### config.mk
export PLATFORM = sky130hd
export DESIGN_NAME = riscv_mc_controller
export DESIGN_NICKNAME = d
export VERILOG_FILES = /design/src/rtl/riscv_mc_controller.sv
export SDC_FILE = /design/constraint.sdc
export NUM_CORES = 1
export LEC_CHECK = 0
export CORE_MARGIN = 2
export CORE_UTILIZATION = 30
export DETAILED_ROUTE_END_ITERATION = 8
export DONT_BUFFER_PORTS = 1
export SLEW_MARGIN = 0
export SYNTH_ARGS = -nofsm -noshare
export SYNTH_HDL_FRONTEND = slang
export SYNTH_SLANG_ARGS = --single-unit
export TNS_END_PERCENT = 30
### constraint.sdc
create_clock -name clk -period 4.1 [get_ports clk]
set_input_delay 0.82 -clock clk [delete_from_list [all_inputs] [get_ports clk]]
set_output_delay 0.82 -clock clk [all_outputs]
set_load 0.02 [all_outputs]
### src/rtl/riscv_mc_controller.sv
// Multi-cycle RV32I control FSM: fetch/decode/execute/memory/writeback sequencing and decode.
// Optional retired-instruction counter enabled by defining INSTRET_CNT_EN.
`timescale 1ns/1ps
module riscv_mc_controller (
  input  logic        clk,
  input  logic        reset,
  input  logic [31:0] instr,
  input  logic        memReady,
  output logic        memReq,
  output logic        memWe,
  output logic        irWrite,
  output logic        pcWrite,
  output logic        regWrite,
  output logic        isALUreg,
  output logic        isJAL,
  output logic        isJALR,
  output logic        isBranch,
  output logic        isLUI,
  output logic        isAUIPC,
  output logic        isLoad,
  output logic        isStore,
  output logic        isShamt,
  output logic [2:0]  funct3,
  output logic [3:0]  aluControl,
  output logic        halt,
  output logic [2:0]  state,
  output logic [31:0] instret
);

  typedef enum logic [2:0] {
    S_FETCH  = 3'd0,
    S_DECODE = 3'd1,
    S_EXEC   = 3'd2,
    S_MEM    = 3'd3,
    S_WB     = 3'd4,
    S_HALT   = 3'd5
  } state_t;

  localparam logic [6:0] OP_REG = 7'b0110011;
  localparam logic [6:0] OP_IMM = 7'b0010011;
  localparam logic [6:0] OP_LD  = 7'b0000011;
  localparam logic [6:0] OP_ST  = 7'b0100011;
  localparam logic [6:0] OP_BR  = 7'b1100011;
  localparam logic [6:0] OP_JAL = 7'b1101111;
  localparam logic [6:0] OP_JR  = 7'b1100111;
  localparam logic [6:0] OP_LUI = 7'b0110111;
  localparam logic [6:0] OP_AUI = 7'b0010111;

  state_t cur, nxt;
  logic [8:0] flags_q;
  logic [2:0] f3_q;
  logic [3:0] alu_q;
  logic req_c, we_c, irw_c, pcw_c, rw_c;
  logic dec_vis;
  logic unused_instr;

  assign unused_instr = ^{instr[31], instr[29:15], instr[11:7]};

  // Flag order: ALUreg, JAL, JALR, Branch, LUI, AUIPC, Load, Store, Shamt.
  function automatic logic [8:0] decode_flags(input logic [31:0] ins);
    logic [6:0] opc;
    logic [2:0] f3;
    opc = ins[6:0];
    f3  = ins[14:12];
    decode_flags = {opc == OP_REG, opc == OP_JAL, opc == OP_JR, opc == OP_BR,
                    opc == OP_LUI, opc == OP_AUI, opc == OP_LD, opc == OP_ST,
                    (opc == OP_IMM) && (f3 == 3'b001 || f3 == 3'b101)};
  endfunction

  function automatic logic is_legal(input logic [6:0] opc);
    is_legal = (opc == OP_REG) || (opc == OP_IMM) || (opc == OP_LD) ||
               (opc == OP_ST)  || (opc == OP_BR)  || (opc == OP_JAL) ||
               (opc == OP_JR)  || (opc == OP_LUI) || (opc == OP_AUI);
  endfunction

  function automatic logic [3:0] alu_sel(input logic [31:0] ins);
    logic [6:0] opc;
    logic [2:0] f3;
    opc = ins[6:0];
    f3  = ins[14:12];
    alu_sel = 4'b0000;
    if (opc == OP_REG || opc == OP_IMM) begin
      case (f3)
        3'b000: alu_sel = (opc == OP_REG && ins[30]) ? 4'b0001 : 4'b0000;
        3'b001: alu_sel = 4'b0010;
        3'b010: alu_sel = 4'b0011;
        3'b011: alu_sel = 4'b0100;
        3'b100: alu_sel = 4'b0101;
        3'b101: alu_sel = ins[30] ? 4'b0111 : 4'b0110;
        3'b110: alu_sel = 4'b1000;
        default: alu_sel = 4'b1001;
      endcase
    end else if (opc == OP_BR) begin
      case (f3[2:1])
        2'b00:   alu_sel = 4'b0001;
        2'b10:   alu_sel = 4'b0011;
        2'b11:   alu_sel = 4'b0100;
        default: alu_sel = 4'b0000;
      endcase
    end
  endfunction

  // Decode is captured once on leaving DECODE; an illegal opcode captures zeros for HALT.
  always_ff @(posedge clk) begin
    if (reset) begin
      cur     <= S_FETCH;
      flags_q <= '0;
      f3_q    <= '0;
      alu_q   <= '0;
    end else begin
      cur <= nxt;
      if (cur == S_DECODE) begin
        if (is_legal(instr[6:0])) begin
          flags_q <= decode_flags(instr);
          f3_q    <= instr[14:12];
          alu_q   <= alu_sel(instr);
        end else begin
          flags_q <= '0;
          f3_q    <= '0;
          alu_q   <= '0;
        end
      end
    end
  end

  always_comb begin
    nxt   = S_FETCH;
    req_c = 1'b0;
    we_c  = 1'b0;
    irw_c = 1'b0;
    pcw_c = 1'b0;
    rw_c  = 1'b0;
    case (cur)
      S_FETCH: begin
        req_c = 1'b1;
        if (memReady) begin
          irw_c = 1'b1;
          nxt   = S_DECODE;
        end else begin
          nxt = S_FETCH;
        end
      end
      S_DECODE: nxt = is_legal(instr[6:0]) ? S_EXEC : S_HALT;
      S_EXEC: begin
        if (flags_q[2] || flags_q[1]) begin
          nxt = S_MEM;
        end else if (flags_q[5]) begin
          pcw_c = 1'b1;
          nxt   = S_FETCH;
        end else begin
          nxt = S_WB;
        end
      end
      S_MEM: begin
        req_c = 1'b1;
        we_c  = flags_q[1];
        if (!memReady) begin
          nxt = S_MEM;
        end else if (flags_q[1]) begin
          pcw_c = 1'b1;
          nxt   = S_FETCH;
        end else begin
          nxt = S_WB;
        end
      end
      S_WB: begin
        rw_c  = 1'b1;
        pcw_c = 1'b1;
        nxt   = S_FETCH;
      end
      S_HALT:  nxt = S_HALT;
      default: nxt = S_FETCH;
    endcase
  end

  assign memReq   = req_c & ~reset;
  assign memWe    = we_c  & ~reset;
  assign irWrite  = irw_c & ~reset;
  assign pcWrite  = pcw_c & ~reset;
  assign regWrite = rw_c  & ~reset;

  assign dec_vis = (cur != S_FETCH) && (cur != S_DECODE);
  assign {isALUreg, isJAL, isJALR, isBranch, isLUI, isAUIPC, isLoad, isStore, isShamt} =
         dec_vis ? flags_q : 9'd0;
  assign funct3     = dec_vis ? f3_q  : 3'd0;
  assign aluControl = dec_vis ? alu_q : 4'd0;
  assign halt       = (cur == S_HALT);
  assign state      = cur;

`ifdef INSTRET_CNT_EN
  logic [31:0] instret_q;
  always_ff @(posedge clk) begin
    if (reset) instret_q <= '0;
    else if (pcWrite) instret_q <= instret_q + 32'd1;
  end
  assign instret = instret_q;
`else
  assign instret = 32'd0;
`endif

endmodule

# Word level (Yosys, flattened, before mapping)

Cells that the tools add are included.

Register bits: 19
Bits of input ports: 35
Logic and storage cells: 80

Eq/ne operators: 23
Mux-type cells: 29
Bitwise logic cells: 6
Reductions and logical operators: 18

Operators by type and width:

| cell               | count |
|---|---|
| $pmux 4 s7         | 1 |
| $mux 3             | 8 |
| $eq 7x6->1 const B | 3 |
| $eq 7x7->1 const B | 3 |
| $mux 9             | 2 |
| $eq 3x3->1 const B | 5 |
| $pmux 3 s5         | 1 |
| $eq 7x5->1 const B | 2 |
| $eq 3x2->1 const B | 4 |
| $mux 1             | 12 |
| $mux 4             | 3 |
| $logic_or 1x1->1   | 10 |
| $pmux 3 s3         | 1 |
| $eq 7x2->1 const B | 1 |
| $eq 3x1->1 const B | 2 |
| $logic_not 3->1    | 2 |
| $and 1x1->1        | 5 |
| $eq 2x2->1 const B | 2 |
| $logic_and 1x1->1  | 3 |
| $ne 3x1->1 const B | 1 |
| $pmux 1 s3         | 1 |
| $reduce_bool 3->1  | 1 |
| $logic_not 2->1    | 1 |
| $reduce_or 2->1    | 1 |
| $not 1->1          | 1 |

# Longest topological paths before layout

Depth in word-level cells: 11
Depth in mapped cells: 5

# Worst setup path after synthesis

No wires, ideal clock.

Kind: in2out
From: input port reset
To: output port pcWrite
Arrival: 1.833 ns
Setup slack: 1.447 ns
Cell stages on the path: 2
Path buffers: 0
Path through: nor4_1 > o21bai_1

Longest elaborated chain between the ends: 2

Ends and longest elaborated chain:

| what            | line | text |
|---|---|---|
| start, declared | 6    | `input logic reset,` |
| $not 1->1       | 179  | `assign pcWrite = pcw_c & ~reset;` |
| $and 1x1->1     | 179  |  |
| end, declared   | 12   | `output logic pcWrite,` |

No other way between the ends.

# Worst setup path after layout

From: register cur[1], in the netlist state[1]
To: output port memReq

Longest elaborated chain between the ends: 4
Elaborated cells between the ends (all ways): 5
Classes of those cells: 1 x eq/ne; 1 x mux; 1 x bitwise; 2 x reduce/logical

Ends and longest elaborated chain:

| what                                          | line | text |
|---|---|---|
| start, declared                               | 49   | `state_t cur, nxt;` |
| start signal, assigned                        | 111  | `cur <= nxt;` |
| $eq 3x2->1 or $logic_not 3->1 (tied branches) | 133  | `case (cur)` |
| $reduce_or 2->1 (no source line) *            | n/a  |  |
| $mux 1 *                                      | 133  |  |
| $and 1x1->1 *                                 | 176  | `assign memReq = req_c & ~reset;` |
| end, declared                                 | 9    | `output logic memReq,` |

Mark *: on every way between the ends. The rest lies on a longest branch, timed or not.

==> flow_summary.toml <==
[placed_design]
place_congestion = 0.860
dp.cells = 233
detailed_place.area_sq_um = 1340
dp_slack_ps = 1640
hpwlAfterDp_mm = 2.36
portBuffers = 0

[clock_tree]
ctsHoldBuffers = 0
cts.sinks = 19
clkLatencyLatePin_ps = 250
cts_max_path_buffers = 2
htree_levels = 1
cts_made_buffers = 3
ctsResizeCount = 0
post_cts_buffers = 0
tritoncts = "done"
clk_pin_slew_ps = 70
cts_root_buf = "clkbuf_8"

[yosys]
synth_edf_count = 0
yosysWarnings = 0
synthDominantCellAreaShare = 0.262
yosysMostFrequentCell = "buf_4"
ys_seq_area_frac = 0.262
yosys_most_used_dff = "dfxtp_1"
synth_seq_cells = 19
syn-cell-area_sq_um = 1450
synth_top_area_cell = "dfxtp_1"
synthTopCellsByArea = "dfxtp_1, buf_4, nor2b_1"
ys_async_sr_fraction = 0
syn_avg_cell_area_sq_um = 7.69
ys_types = 43
synthCells = 189
synthTopCellsByCount = "buf_4, dfxtp_1, nand2_1, nor2b_1"

[critical_path]
cpMaxStageDelayCell = "nor4_1"
path_buf_inv = 0
crit_required_ps = 3280
cp-start-kind = "flip-flop"
crit_path_end_kind = "primary output"
critical_path_class = "reg2out"
cpLargestDelayFamily = "simple AND/OR/NAND/NOR gates"
cp_max_fo = 10
max_stage_delay_ps = 820
r2r_slack_ps = 2070
critPathArrivalTime_ps = 1880
cp_cell_sequence = "nor2b_1 > nor4_1"

[sta]
period_needed_ps = 2700
final_max_slew_viol_count = 0
fin_skew_ps = 3.34
setup_violations = 0
hold_viol_final = 0
setup_ws_ps = 1400
slew_headroom = 0.349
whs_ps = 440
tns_ps = 0
fmax_ghz = 0.370
worstMarginPinSlew_ps = 967
rsz0062_at_grt = "no"
fin_crit_sh = 0.659

[cells_and_area]
diodes = 0
final_util = 0.295
area_growth_pct = -4.82
nets = 219
design_area_sq_um = 1380
drive_gt1_frac = 0.0710
layoutNonFillerInstCount = 237
n_fill_cell = 505

[job]
maxCapViolCount = 0

[floorplan]
start_util = 0.310
ioPinCount = 92
num_rows = 25
coreArea_sq_um = 4690
dieHeight_um = 73.6
dieArea_sq_um = 5410
die_width_um = 73.6

[routing]
drtPass1Iterations = 4
routed_via_density = 4.85
post_drt_wl_per_cell_um = 13.1
antenna_left = 0
drc = 0
dr_total_vias = 1149
finalWirelength_mm = 3.10
drtIter0Drc = 80

[run_status]
outcome = "finished clean"

[grt]
met1_usage = 0.152
grt_pass1_vias = 971
grt_use_met3 = 0.0494
grt_antenna_before_repair = 0
grt_pass1_wl_mm = 4.80
grt_use_met2 = 0.158
track_usage = 0.113
grt_overflow = 0
grt_max_degree = 25
gr-max-usage-layer = "met2"

[min_path]
hold_path_class = "reg2reg"

[power]
peakVddDrop_uv = 135
p_total_mw = 0.412
powerDensity_nw_per_um2 = 298
p_leak_nw = 0.501
==> metal layers <==
metal  wire length, um  part of all wire
met1              1380              0.44
met2              1330              0.43
met3               364              0.12
met4                34             0.011
met5                 0                 0
==> kinds of logic after synthesis <==
family,share of synthesized area
AO/OA/AOI/OAI,0.153
buffers and inverters,0.221
flip-flops,0.262
other,0.00258
AND/OR/NAND/NOR,0.361
==> where the power goes <==
part	switching, mW	internal, mW	leakage, nW	total, mW
Sequential	0.0114	0.190	0.154	0.201
Clock	0.0555	0.0688	0.0228	0.124
Combinational	0.0668	0.0196	0.325	0.0864
Total	0.134	0.278	0.501	0.412
==> cell type report <==
| type | count | area (sq um) | share of cell area |
|---|---|---|---|
| Timing Repair Buffer | 1 | 7.51 | 0.00543 |
| Sequential cell | 19 | 380 | 0.275 |
| Multi-Input combinational cell | 155 | 867 | 0.627 |
| Tap cell | 54 | 67.6 | 0.0489 |
| Clock buffer | 4 | 45.0 | 0.0326 |
| Inverter | 4 | 15.0 | 0.0109 |
==> worst reg2reg max path: stages, from the launching register on <==
cell	delay (ps)
dfxtp_1	460
nor2_2	630
and2_1	500
nand4_1	200
a21oi_1	170
==> cells in the final DEF (no fill, tap or decap), types with 2 or more instances in the layout <==
cell type and n:
nand4b_1 2, a211oi_1 3, nor2b_1 18, nand3b_1 2, inv_1 4, conb_1 32
nand2_1 19, and2_1 3, a22oi_1 2, nor2_1 14, clkbuf_8 3, nor3_1 8
a21oi_1 14, nand3_1 5, o21ai_0 2, nand4_1 4, a31oi_1 3, dfxtp_1 19
nor4_1 3
==> path summary, 6_finish.rpt <==
check,startpoint,to,cells past startpoint
min reg2reg,flags_q[0],flags_q[0],2
max reg2reg,state[2],flags_q[0],4
min,flags_q[0],flags_q[0],2
max,state[1],memReq,2
==> flip-flops by register name, summed over array words and instances, names as in the netlist <==
name / count
alu_q: 4
flags_q: 9
state: 3
f3_q: 3
Note: power is estimated with default switching activity, not from simulation.
